File: config.mk
export PLATFORM = sky130hd
export DESIGN_NAME = shift_reg16_core
export DESIGN_NICKNAME = d
export VERILOG_FILES = /design/src/rtl/shift_reg16_core.sv
export SDC_FILE = /design/constraint.sdc
export NUM_CORES = 1
export LEC_CHECK = 0
export CAP_MARGIN = 20
export CELL_PAD_IN_SITES_DETAIL_PLACEMENT = 2
export CELL_PAD_IN_SITES_GLOBAL_PLACEMENT = 2
export CORE_MARGIN = 2
export CORE_UTILIZATION = 31
export CTS_CLUSTER_SIZE = 16
export DETAILED_ROUTE_END_ITERATION = 8
export PLACE_DENSITY_LB_ADDON = 0.1
export SLEW_MARGIN = 20
export SYNTH_ARGS = -nofsm -noshare
export SYNTH_HDL_FRONTEND = slang
export SYNTH_SLANG_ARGS = --single-unit
File: constraint.sdc
create_clock -name clk -period 2 [get_ports clk]
set_input_delay 0.4 -clock clk [delete_from_list [all_inputs] [get_ports clk]]
set_output_delay 0.4 -clock clk [all_outputs]
set_load 0.1 [all_outputs]
File: src/rtl/shift_reg16_core.sv
// 16-bit command-driven shift register: load/shift/rotate/serial/clear over valid/ready,
// with the logical-left path masked by an external left-shift mask decoder.
module shift_reg16_core #(
    parameter int WIDTH = 16,
    parameter int AMT_W = 4
) (
    input  logic             clk,
    input  logic             rst,
    input  logic             cmd_valid,
    output logic             cmd_ready,
    input  logic [2:0]       cmd_op,
    input  logic [AMT_W-1:0] cmd_amt,
    input  logic [WIDTH-1:0] cmd_data,
    input  logic             ser_in,
    output logic [AMT_W-1:0] lsh_amt,
    input  logic [WIDTH-1:0] lsh_mask,
    output logic [WIDTH-1:0] q,
    output logic             res_valid,
    input  logic             res_ready
);

    localparam logic [2:0] OP_LOAD = 3'b000;
    localparam logic [2:0] OP_SHL  = 3'b001;
    localparam logic [2:0] OP_SHR  = 3'b010;
    localparam logic [2:0] OP_SAR  = 3'b011;
    localparam logic [2:0] OP_ROL  = 3'b100;
    localparam logic [2:0] OP_ROR  = 3'b101;
    localparam logic [2:0] OP_SERL = 3'b110;
    localparam logic [2:0] OP_CLR  = 3'b111;

    typedef enum logic [1:0] {IDLE, EXEC, DONE} state_t;

    state_t             state;
    logic [2:0]         op;
    logic [WIDTH-1:0]   data;
    logic [AMT_W-1:0]   cnt;
    logic [WIDTH-1:0]   exec_val;
    logic [2*WIDTH-1:0] rol_wide;
    logic [2*WIDTH-1:0] ror_wide;

    assign cmd_ready = (state == IDLE) && !rst;
    assign res_valid = (state == DONE);

    // lsh_amt doubles as the latched shift amount so the decoder mask and the
    // shifter always see the same value.
    always_comb begin
        rol_wide = {q, q} << lsh_amt;
        ror_wide = {q, q} >> lsh_amt;
        exec_val = q;
        case (op)
            OP_LOAD: exec_val = data;
            OP_SHL:  exec_val = (q & lsh_mask) << lsh_amt;
            OP_SHR:  exec_val = q >> lsh_amt;
            OP_SAR:  exec_val = $signed(q) >>> lsh_amt;
            OP_ROL:  exec_val = rol_wide[2*WIDTH-1:WIDTH];
            OP_ROR:  exec_val = ror_wide[WIDTH-1:0];
            OP_CLR:  exec_val = '0;
            default: exec_val = q;
        endcase
    end

    always_ff @(posedge clk or posedge rst) begin
        if (rst) begin
            state   <= IDLE;
            q       <= '0;
            lsh_amt <= '0;
            op      <= OP_LOAD;
            data    <= '0;
            cnt     <= '0;
        end else begin
            case (state)
                IDLE: begin
                    if (cmd_valid) begin
                        op      <= cmd_op;
                        data    <= cmd_data;
                        lsh_amt <= cmd_amt;
                        cnt     <= cmd_amt;
                        state   <= EXEC;
                    end
                end
                EXEC: begin
                    if (op == OP_SERL) begin
                        // The last shift and the move to DONE share an edge, giving N cycles for N shifts.
                        if (cnt != '0) begin
                            q   <= {q[WIDTH-2:0], ser_in};
                            cnt <= cnt - 1'b1;
                            if (cnt == AMT_W'(1)) begin
                                state <= DONE;
                            end
                        end else begin
                            state <= DONE;
                        end
                    end else begin
                        q     <= exec_val;
                        state <= DONE;
                    end
                end
                DONE: begin
                    if (res_ready) begin
                        state <= IDLE;
                    end
                end
                default: state <= IDLE;
            endcase
        end
    end

endmodule

==> results_dict.tcl, run 1 <==
set metrics [dict create \
    cp-start-kind "flip-flop" \
    drt_first_pass_iters 5 \
    final_common_cell "buf_4" \
    vias 6839 \
    drc 0 \
    syn2layout_area_growth_pct 70.4 \
    post_layout_nonfiller_instances 1092 \
    top_level_ports 66 \
    wl_per_cell_um 30.1 \
    most-common-layout-cells "buf_4 (180), nand2_1 (63), clkdlybuf4s50_1 (43)" \
    cts.clk_slew.worst_paths_ns 0.07 \
    n_antenna_cell 0 \
    synth_cells 646 \
    async_flop_share_pct 100 \
    arrival_ns 2.52 \
    switchingPower_mw 10.7 \
    p_sw_share_pct 53.2 \
    outcome "finished, violations left" \
    grt_pass1_vias 7311 \
    grt_use_total_pct 35.4 \
    fill_cells 1717 \
    nets 917 \
    cts_buffers 5 \
    rr_endpoint "q[8]" \
    cts_sinks 45 \
    fin_crit_ns 2.33 \
    core_um2 16600 \
    reg2reg_depth 8 \
    critical-path-max-stage-delay_ns 0.51 \
    wl_um 32800 \
    timing.rr.start "lsh_amt[1]" \
    viasPerCell 6.26 \
    grt_pass1_wl_um 47400 \
    yosysSeqAreaShare_pct 21.4 \
    overflow 0 \
    die_w_um 134 \
    synth.area.top_cells "dfrtp_1 (21%), mux2_2 (9.9%), mux4_2 (7.7%), mux2i_1 (7.2%), nand2_1 (4.9%)" \
    cts_tree "done" \
    maxCapViolations 0 \
    end_kind "flip-flop" \
    max_slew_margin_pct 68.6 \
    place_inst 1060 \
    synth_edf_count 0 \
    cts.path.max_buffers 2 \
    crit_type "reg -> reg" \
    p_leak_nw 3.56 \
    synth_top_area_share_pct 21.4 \
    drv_slew 0 \
    worst-path-stages 8 \
    hold_viol_final 0 \
    yosys.area.top_type "dfrtp_1" \
    crit_required_ns 2.19 \
    p_clk_share_pct 4.8 \
    initial_utilization_pct 31.7 \
    p_int_mw 9.42 \
    setup_viol 16 \
    comb_power_share_pct 84.0 \
    ff2ff_setup_slack_ns -0.33 \
    dp_hpwl_um 24900 \
    total_power_mw 20.1 \
    max_freq_ghz 0.429 \
    io_buffers 65 \
    gp_congestion 0.947 \
    rsz0062_at_grt "true" \
    fp.dieArea_um2 18000 \
    hold-worst-slack_ns 0.512 \
    drt_iter0_drc 493 \
    clk_latency_ns 0.30 \
    ys.flop_type "dfrtp_1" \
    grt_max_degree 46 \
    pre_cts_slack_ns -0.594 \
    synth_area_per_cell_um2 8.14 \
    min-delay-start "data[11]" \
    clock_skew_ns 0.00617 \
    slowest_stage "dfrtp_4" \
    ctsRootBufferMaster "clkbuf_16" \
    fin_ws_ns -0.332 \
    p_seq_share_pct 11.2 \
    crit_fanout 9 \
    cp_top_family "multiplexers" \
    yosysWarningCount 0 \
    power.density_nw_per_um2 2250 \
    die_h_um 134 \
    rows 47 \
    synth_nets 692 \
    htreeDepth 2 \
    hold_path.class "reg -> reg" \
    crit_path_end "q[8]" \
    syn_area_um2 5260 \
    path_cells "buf_12 > mux2_2 > mux2i_2 > a211oi_4 > a21oi_1 > nor4b_1 > buf_4 > o41ai_2" \
    drtAntennaViolNets 0 \
    vdd.ir_drop.worst_mv 1.05 \
    crit_buf_inv 2 \
    tightest_slew_ns 0.458 \
    synth_cell_types 66 \
    synth-seq-cells 45 \
    final.period_utilization_pct 117 \
    critPathLaunch "lsh_amt[1]" \
    drive_gt1_share_pct 52.8 \
    antenna_found_initial 0 \
    violations "negative setup slack" \
    setup-tns-final_ns -3.38 \
]
-- cell families (layout without fill, tap and decap cells) --
logic type / Yosys count / in the layout / synth area share [%]
adders and majority gates: 2 / 2 / 0.476
buffers and inverters: 79 / 305 / 7.49
and+or+nand+nor: 211 / 211 / 19.6
AOI/OAI and AO/OA: 207 / 207 / 26.3
muxes: 102 / 102 / 24.8
DFF: 45 / 45 / 21.4
-- Yosys cell counts (11+ instances only) --
library cell and instances:
mux4_2 18, inv_1 11, buf_2 21, nor2_1 51, nand3_1 20, mux2i_1 38, mux2_2 46, a21oi_1 44
dfrtp_1 45, a31oi_1 12, buf_4 13, clkbuf_1 29, o21ai_0 46, o22ai_1 18, nor3_1 13, nand2_1 69
-- worst min path at each step --
stage | end | cells past startpoint
2_1_floorplan | data[8] | 1
3_3_place_gp | data[8] | 1
3_5_place_dp | data[8] | 1
4_1_cts | data[8] | 1
5_1_grt | data[11] | 1
6_report | data[11] | 1
-- through the flow --
step	instance area, µm²	util [%]
2_1_floorplan	5470	-
3_3_place_gp	7790	47.0
3_5_place_dp	7790	47.0
4_1_cts	8540	51.5
5_1_grt	8960	54.0
6_report	8960	54.0
-- power groups by stage --
stage / sequential [mW] / clock (mW) / combinational, mW
3_3_place_gp: 2.27 / 0 / 13.2
3_5_place_dp: 2.32 / 0 / 13.7
5_1_grt: 2.28 / 0.998 / 17.6
2_1_floorplan: 2.97 / 0 / 6.57
4_1_cts: 2.21 / 0.969 / 15.4
6_report: 2.25 / 0.962 / 16.9
-- per-layer routing --
layer	GRT usage, %	part of all wire (%)
met5	0	0
met4	15.0	4.6
met3	5.67	6.3
met2	58.4	48
met1	46.1	41
-- sequential cells by signal, indices dropped and copies added, names as in the netlist --
signal,count
cnt,4
lsh_amt,4
state,2
data,16
q,16
op,3
-- cell type report --
| class | instances | area [µm²] | share of cell area (%) |
|---|---|---|---|
| sequential | 45 | 1190 | 13.3 |
| tap | 220 | 275 | 3.07 |
| clock buffer | 7 | 153 | 1.70 |
| inverter | 11 | 46.3 | 0.517 |
| multi-input combinational | 522 | 4490 | 50.1 |
| timing repair buffer | 286 | 2800 | 31.3 |
| clock inverter | 1 | 8.76 | 0.0978 |
-- timing repair --
item,4_1_cts,5_1_grt
setup endpoints to repair,21,22
gates resized for setup,107,82
setup buffers,16,8
hold buffers,0,0
pin swaps,32,24
cloned,0,0
Power figures use the tool's default switching activity.
==> run 2, diff against run 1 <==
Settings changed: CORE_UTILIZATION 31 to 34.
Clock period 2 ns to 2.5 ns, I/O delays scaled along.
==> results_dict.tcl, run 2 (synthesis gave the netlist of run 1 again) <==
set metrics [dict create \
    wl_um 27600 \
    grt_max_degree 46 \
    dp_hpwl_um 21900 \
    slowest_stage "dfrtp_2" \
    wl_met2_um 13000 \
    grt_pass1_wl_um 41200 \
    hold_depth 1 \
    maxCapViolations 0 \
    grt_use_total_pct 33.7 \
    drt_first_pass_iters 4 \
    setup_viol 0 \
    drc 0 \
    min-delay-start "data[10]" \
    die_w_um 128 \
    core_um2 15100 \
    vdd.ir_drop.worst_mv 0.596 \
    crit_fanout 13 \
    post_layout_nonfiller_instances 943 \
    ctsRootBufferMaster "clkbuf_16" \
    viasPerCell 6.45 \
    cts_sinks 45 \
    hold_viol_final 0 \
    syn2layout_area_growth_pct 29.9 \
    ff2ff_setup_slack_ns 0.07 \
    post-route-cell-area_um2 6830 \
    clock_skew_ns 0.0104 \
    highest_layer "met4" \
    final.period_utilization_pct 97.3 \
    wl_met3_um 1740 \
    grt_pass1_vias 6418 \
    drtAntennaViolNets 0 \
    timing.rr.start "lsh_amt[1]" \
    arrival_ns 2.61 \
    crit_required_ns 2.68 \
    initial_utilization_pct 34.7 \
    top_level_ports 66 \
    overflow 0 \
    vias 6080 \
    htreeDepth 2 \
    io_buffers 65 \
    final_common_cell "buf_4" \
    placed_cell_area_um2 6630 \
    rr_endpoint "q[12]" \
    max_freq_ghz 0.411 \
    cp-start-kind "flip-flop" \
    nets 799 \
    wl_per_cell_um 29.3 \
    cts_tree "done" \
    critical-path-max-stage-delay_ns 0.59 \
    end_kind "flip-flop" \
    tightest_slew_ns 0.669 \
    cts.path.max_buffers 2 \
    hold_end "data[10]" \
    cts.clk_slew.worst_paths_ns 0.08 \
    path_cells "buf_4 > mux4_2 > and2_4 > o2bb2ai_1 > a2111oi_1 > buf_4 > a32oi_1" \
    setup-tns-final_ns 0 \
    antenna_found_initial 2 \
    reg2reg_depth 7 \
    clk_latency_ns 0.30 \
    wl_met1_um 12000 \
    rsz0062_at_grt "false" \
    drt_iter0_drc 468 \
    drive_gt1_share_pct 29.0 \
    power.density_nw_per_um2 1760 \
    hold_path.class "reg -> reg" \
    reg.largest.list "data (16), q (16)" \
    fp.dieArea_um2 16500 \
    place_inst 932 \
    fin_crit_ns 2.43 \
    max_slew_margin_pct 55.4 \
    cts_buffers 5 \
    crit_path_frequent_cell "buf_4" \
    outcome "complete, no violations" \
    crit_type "reg -> reg" \
    die_h_um 128 \
    rows 45 \
    gp_congestion 1.04 \
    p_leak_nw 2.73 \
    most-common-layout-cells "buf_4 (115), nand2_1 (69), nor2_1 (51)" \
    drv_slew 0 \
]
run 2: cell count changes in the layout (fill, tap and decap cells not counted), moves of 13 or more:
cell / previous run / this run
dfrtp_1: 24 / 41
mux2i_1: 19 / 38
buf_4: 180 / 115
buf_12: 33 / 9
buf_6: 24 / 1
nor2_1: 38 / 51
dfrtp_4: 14 / 0
o21ai_0: 31 / 45
run 2: report_power, final:
| group | switching, mW | leakage [nW] | internal [mW] | total (mW) |
|---|---|---|---|---|
| sequential | 0.781 | 0.543 | 1.07 | 1.85 |
| clock | 0.331 | 0.0842 | 0.475 | 0.806 |
| combinational | 5.78 | 2.11 | 3.61 | 9.39 |
| total | 6.89 | 2.73 | 5.16 | 12.1 |
run 2: area by class of cell:
type	instances	area (µm²)
Fill cell	1711	8310
Tap cell	188	235
Multi-Input combinational cell	522	3770
Sequential cell	45	1130
Clock buffer	5	125
Inverter	11	41.3
Timing Repair Buffer	168	1490
Antenna cell	1	2.50
Clock inverter	3	43.8
run 2: worst max-delay path: cells and delay by family, from the launching register on:
kind	cells	cell delay, ns
AOI/OAI and AO/OA	3	0.65
and+or+nand+nor	1	0.19
buffers and inverters	2	0.47
muxes	1	0.39
DFF	1	0.59
run 2: metrics by stage:
stage / setup slack [ns] / utilization, % / total power, mW / hold WS (ns)
after floorplan: 0.0515 / - / 7.28 / 0.472
after global routing: 0.0162 / 45.1 / 12.6 / 0.540
after detailed placement: -0.0841 / 43.8 / 11.0 / 0.502
after global placement: -0.0435 / 43.8 / 10.7 / 0.492
after CTS: 0.00616 / 44.9 / 11.8 / 0.518
final: 0.0675 / 45.1 / 12.1 / 0.511
run 2: worst max-delay path by stage:
stage | start | end | slack, ns | depth (start not counted)
2_1_floorplan | q[6] | q[8] | 0.05 | 5
3_3_place_gp | lsh_mask[4] | q[12] | -0.04 | 8
3_5_place_dp | lsh_mask[4] | q[12] | -0.08 | 8
4_1_cts | lsh_amt[1] | q[8] | 0.006 | 8
5_1_grt | lsh_amt[1] | q[8] | 0.02 | 8
6_report | lsh_amt[1] | q[12] | 0.07 | 7
run 2: layer usage:
layer / up-vias / global-route usage (%)
met5: - / 0
met4: 0 / 10.8
met3: 58 / 5.49
met2: 256 / 55.8
met1: 3113 / 45.1
li1: 2653 / -
run 2: what timing repair did:
action	4_1_cts	5_1_grt
setup endpoints to repair	1	6
pin swaps	0	0
hold endpoints to repair	0	0
hold buffers	0	0
setup buffers	0	2
gates resized for setup	1	4
==> patch 1 (flow settings as in run 1) <==
Set the parameter `WIDTH` to 32 (it was 16).
--- a/src/rtl/shift_reg16_core.sv
+++ b/src/rtl/shift_reg16_core.sv
@@ -2,5 +2,5 @@
 // with the logical-left path masked by an external left-shift mask decoder.
 module shift_reg16_core #(
-    parameter int WIDTH = 16,
+    parameter int WIDTH = 32,
     parameter int AMT_W = 4
 ) (
Ports: changed (resized cmd_data, lsh_mask and q); port bits go from 66 to 114. No check against the original RTL was run, so the function may have changed too.
==> patch 1 against run 1 <==
- synthesized cell count grew 67%
- area after synthesis grew 78%
- the run now fails in global routing
==> patch 1: results <==
[global_routing]
grt_util_all_layers_pct = 84.3
grt_overflow = 422
grt_max_degree = 59
antenna_found_initial = 13

[yosys]
yosys-top-cells-area = "dfrtp_1, mux4_2, mux2_2"
synth_seq_area_share_pct = 20.6
yosys_warnings = 0
synth-seq-cells = 77
synth-async-reset-ratio_pct = 100
synthTopCellsByCount = "nand2_1, nor2_1, dfrtp_1"
syn-num-nets = 1157
yosysUniqueCellTypes = 89
synth_flop_cell = "dfrtp_1"
syn_inst = 1079

[clocking]
clockBufferDepth = 2
clockRootBuffer = "clkbuf_16"
htree_levels = 3
numCtsBuffers = 9

[placement]
gp_congestion = 1.02
io_buffers = 113
dpl.hpwl_um = 50900
place_inst = 1913

[timing]
worst_endpoint_kind = "register data pin"
grt-worst-endpoint = "q[19]$_DFFE_PP0P_/D"

[status]
stop_error = "[ERROR GRT-0232] Routing congestion too high. Check the congestion heatmap in the GUI."
status = "did not finish"
stop_stage = "global routing"
patch 1: metal layers:
layer,overflow,GRT usage [%]
met3,7,72.0
met5,3,34.5
met4,174,87.8
met2,237,98.4
met1,1,83.2
patch 1: repair_timing:
action	4_1_cts
gates cloned	4
pin swaps	41
buffers inserted	42
endpoints found under the setup margin	36
resized for setup	185
patch 1: logic make-up after synthesis:
family                   share of synthesized area [%]
AO/OA/AOI/OAI                                     25.9
adder cells (fa/ha/maj)                          0.268
buffers and inverters                             7.36
flip-flops                                        20.6
multiplexers                                      28.5
AND/OR/NAND/NOR                                   17.3
patch 1: through the flow:
step | setup TNS [ns] | hold WS (ns) | worst slack (ns) | util [%] | cell area, um2
after global placement | -14.17 | 0.492 | -0.611 | 49.3 | 14600
after CTS | -11.60 | 0.512 | -0.465 | 54.6 | 16200
after detailed placement | -15.98 | 0.497 | -0.708 | 49.3 | 14600
after floorplan | -7.03 | 0.465 | -0.345 | - | 9630
==> patch 2 (flow settings as in run 1) <==
Made on the original files. The 3 states of `state_t` get a one-hot encoding in 3 bits.
--- a/src/rtl/shift_reg16_core.sv
+++ b/src/rtl/shift_reg16_core.sv
@@ -29,5 +29,5 @@
     localparam logic [2:0] OP_CLR  = 3'b111;
 
-    typedef enum logic [1:0] {IDLE, EXEC, DONE} state_t;
+    typedef enum logic [2:0] {IDLE = 3'b001, EXEC = 3'b010, DONE = 3'b100} state_t;
 
     state_t             state;
Formal check against the unedited RTL: same outputs for any inputs over 4 cycles, from zero or initial values and one cycle with rst high; so few cycles prove little.
==> patch 2 against run 1 <==
- the flow still finishes with violations (setup timing)
- critical path depth up 1
- final area up 8.5%
- clock skew up 0.0092 ns
- sequential share of layout area down 0.83 points
- worst setup slack worse by 0.18 ns
- routed wire length up 37%
- synthesized cell count up 7.6%
- critical endpoint is now q[3]$_DFFE_PP0P_
- area after synthesis up 6.4%
- sequential cell count up 1
- highest routed layer unchanged
Power is left out: the tool's default activity adds up to more than one toggle a clock period on the data nets, which glitch-free logic cannot reach.
==> patch 2: results <==
[status]
status = "finished, violations left"
violations = "setup timing"

[layout]
layout-drive-gt1-share_pct = 54.8
largestRegisters = "data x16, q x16"
diodes = 0
fin_cells = 1187
nets = 1003

[setup_path]
cp.arrival_ns = 2.70
critPathMaxStageDelay_ns = 0.58
cp_slowest_cell = "dfrtp_4"
reg2regPathDepth = 9
r2r_slack_ns = -0.52
crit_start = "lsh_amt[2]$_DFFE_PP0P_"
cp_top_family = "compound AO/OA/AOI/OAI gates"
crit_end = "q[3]$_DFFE_PP0P_"
critPathMaxFanout = 8

[yosys]
syn-num-nets = 741
synth_compound_area_share_pct = 26.7
synth_seq_area_share_pct = 20.6
synth.mux.area_fraction_pct = 21.8
yosysUniqueCellTypes = 84
yosys-top-cells-area = "dfrtp_1, mux2_2, mux2i_1"
yosys.area_share.adder_pct = 0.447
synthTopCellsByCount = "nand2_1, nor2_1, a21oi_1"
yosys_warnings = 0
synthXorXnorAreaFrac_pct = 0
syn_inst = 695
synth-async-reset-ratio_pct = 100

[timing]
setup_ws_ns = -0.516
hold_violations = 0
hold_ws_ns = 0.513
slew_headroom_pct = 44.7
fin_setup_tns_ns = -5.91
finClkSkew_ns = 0.0154
setup_violations = 16

[worst_hold_path]
min_from = "data[8]$_DFFE_PP0P_"
hp-class = "reg -> reg"
hold_path_end = "data[8]$_DFFE_PP0P_"

[placement]
gp_congestion = 0.990
place_area_um2 = 8180
place_inst = 1132
dpl.hpwl_um = 25800
pre_cts_ws_ns = -0.433

[global_routing]
grt_pass1_vias = 8610
grt_util_all_layers_pct = 40.6
antenna_found_initial = 1
grt_pass1_wl_um = 58100
grt_max_degree = 47

[detailed_routing]
drt_iter0_markers = 920
wl_per_cell_um = 37.8
drt_pre_antenna_iters = 5
vias_per_cell = 6.83

[clocking]
post_cts_buffers = 33
htree_levels = 2
numCtsBuffers = 5
cts.clk_slew.worst_paths_ns = 0.09
clkLatencyLatePin_ns = 0.32
cts-resized-gates = 121
clockBufferDepth = 2
[patch 2: cell types whose count changed in the layout (fill, tap and decap cells not counted), moves of 9 or more]
| cell | change |
|---|---|
| buf_4 | +51 |
| mux2i_1 | +9 |
| a21oi_2 | +11 |
| nor2_1 | +18 |
| o21ai_0 | -11 |
[patch 2: final cells by class]
| class | count | area [um2] |
|---|---|---|
| flip-flops and latches | 46 | 1210 |
| inverters | 9 | 66.3 |
| clock buffers | 5 | 125 |
| fillers | 1802 | 8120 |
| well taps | 229 | 287 |
| repair buffers | 327 | 3090 |
| clock inverters | 3 | 22.5 |
| multi-input cells | 568 | 4920 |
[patch 2: metal layers]
layer / wire, um / track usage (%)
met4: 3950 / 26.7
met1: 16300 / 47.7
met5: 0 / 0
met2: 20100 / 67.0
met3: 4460 / 8.73
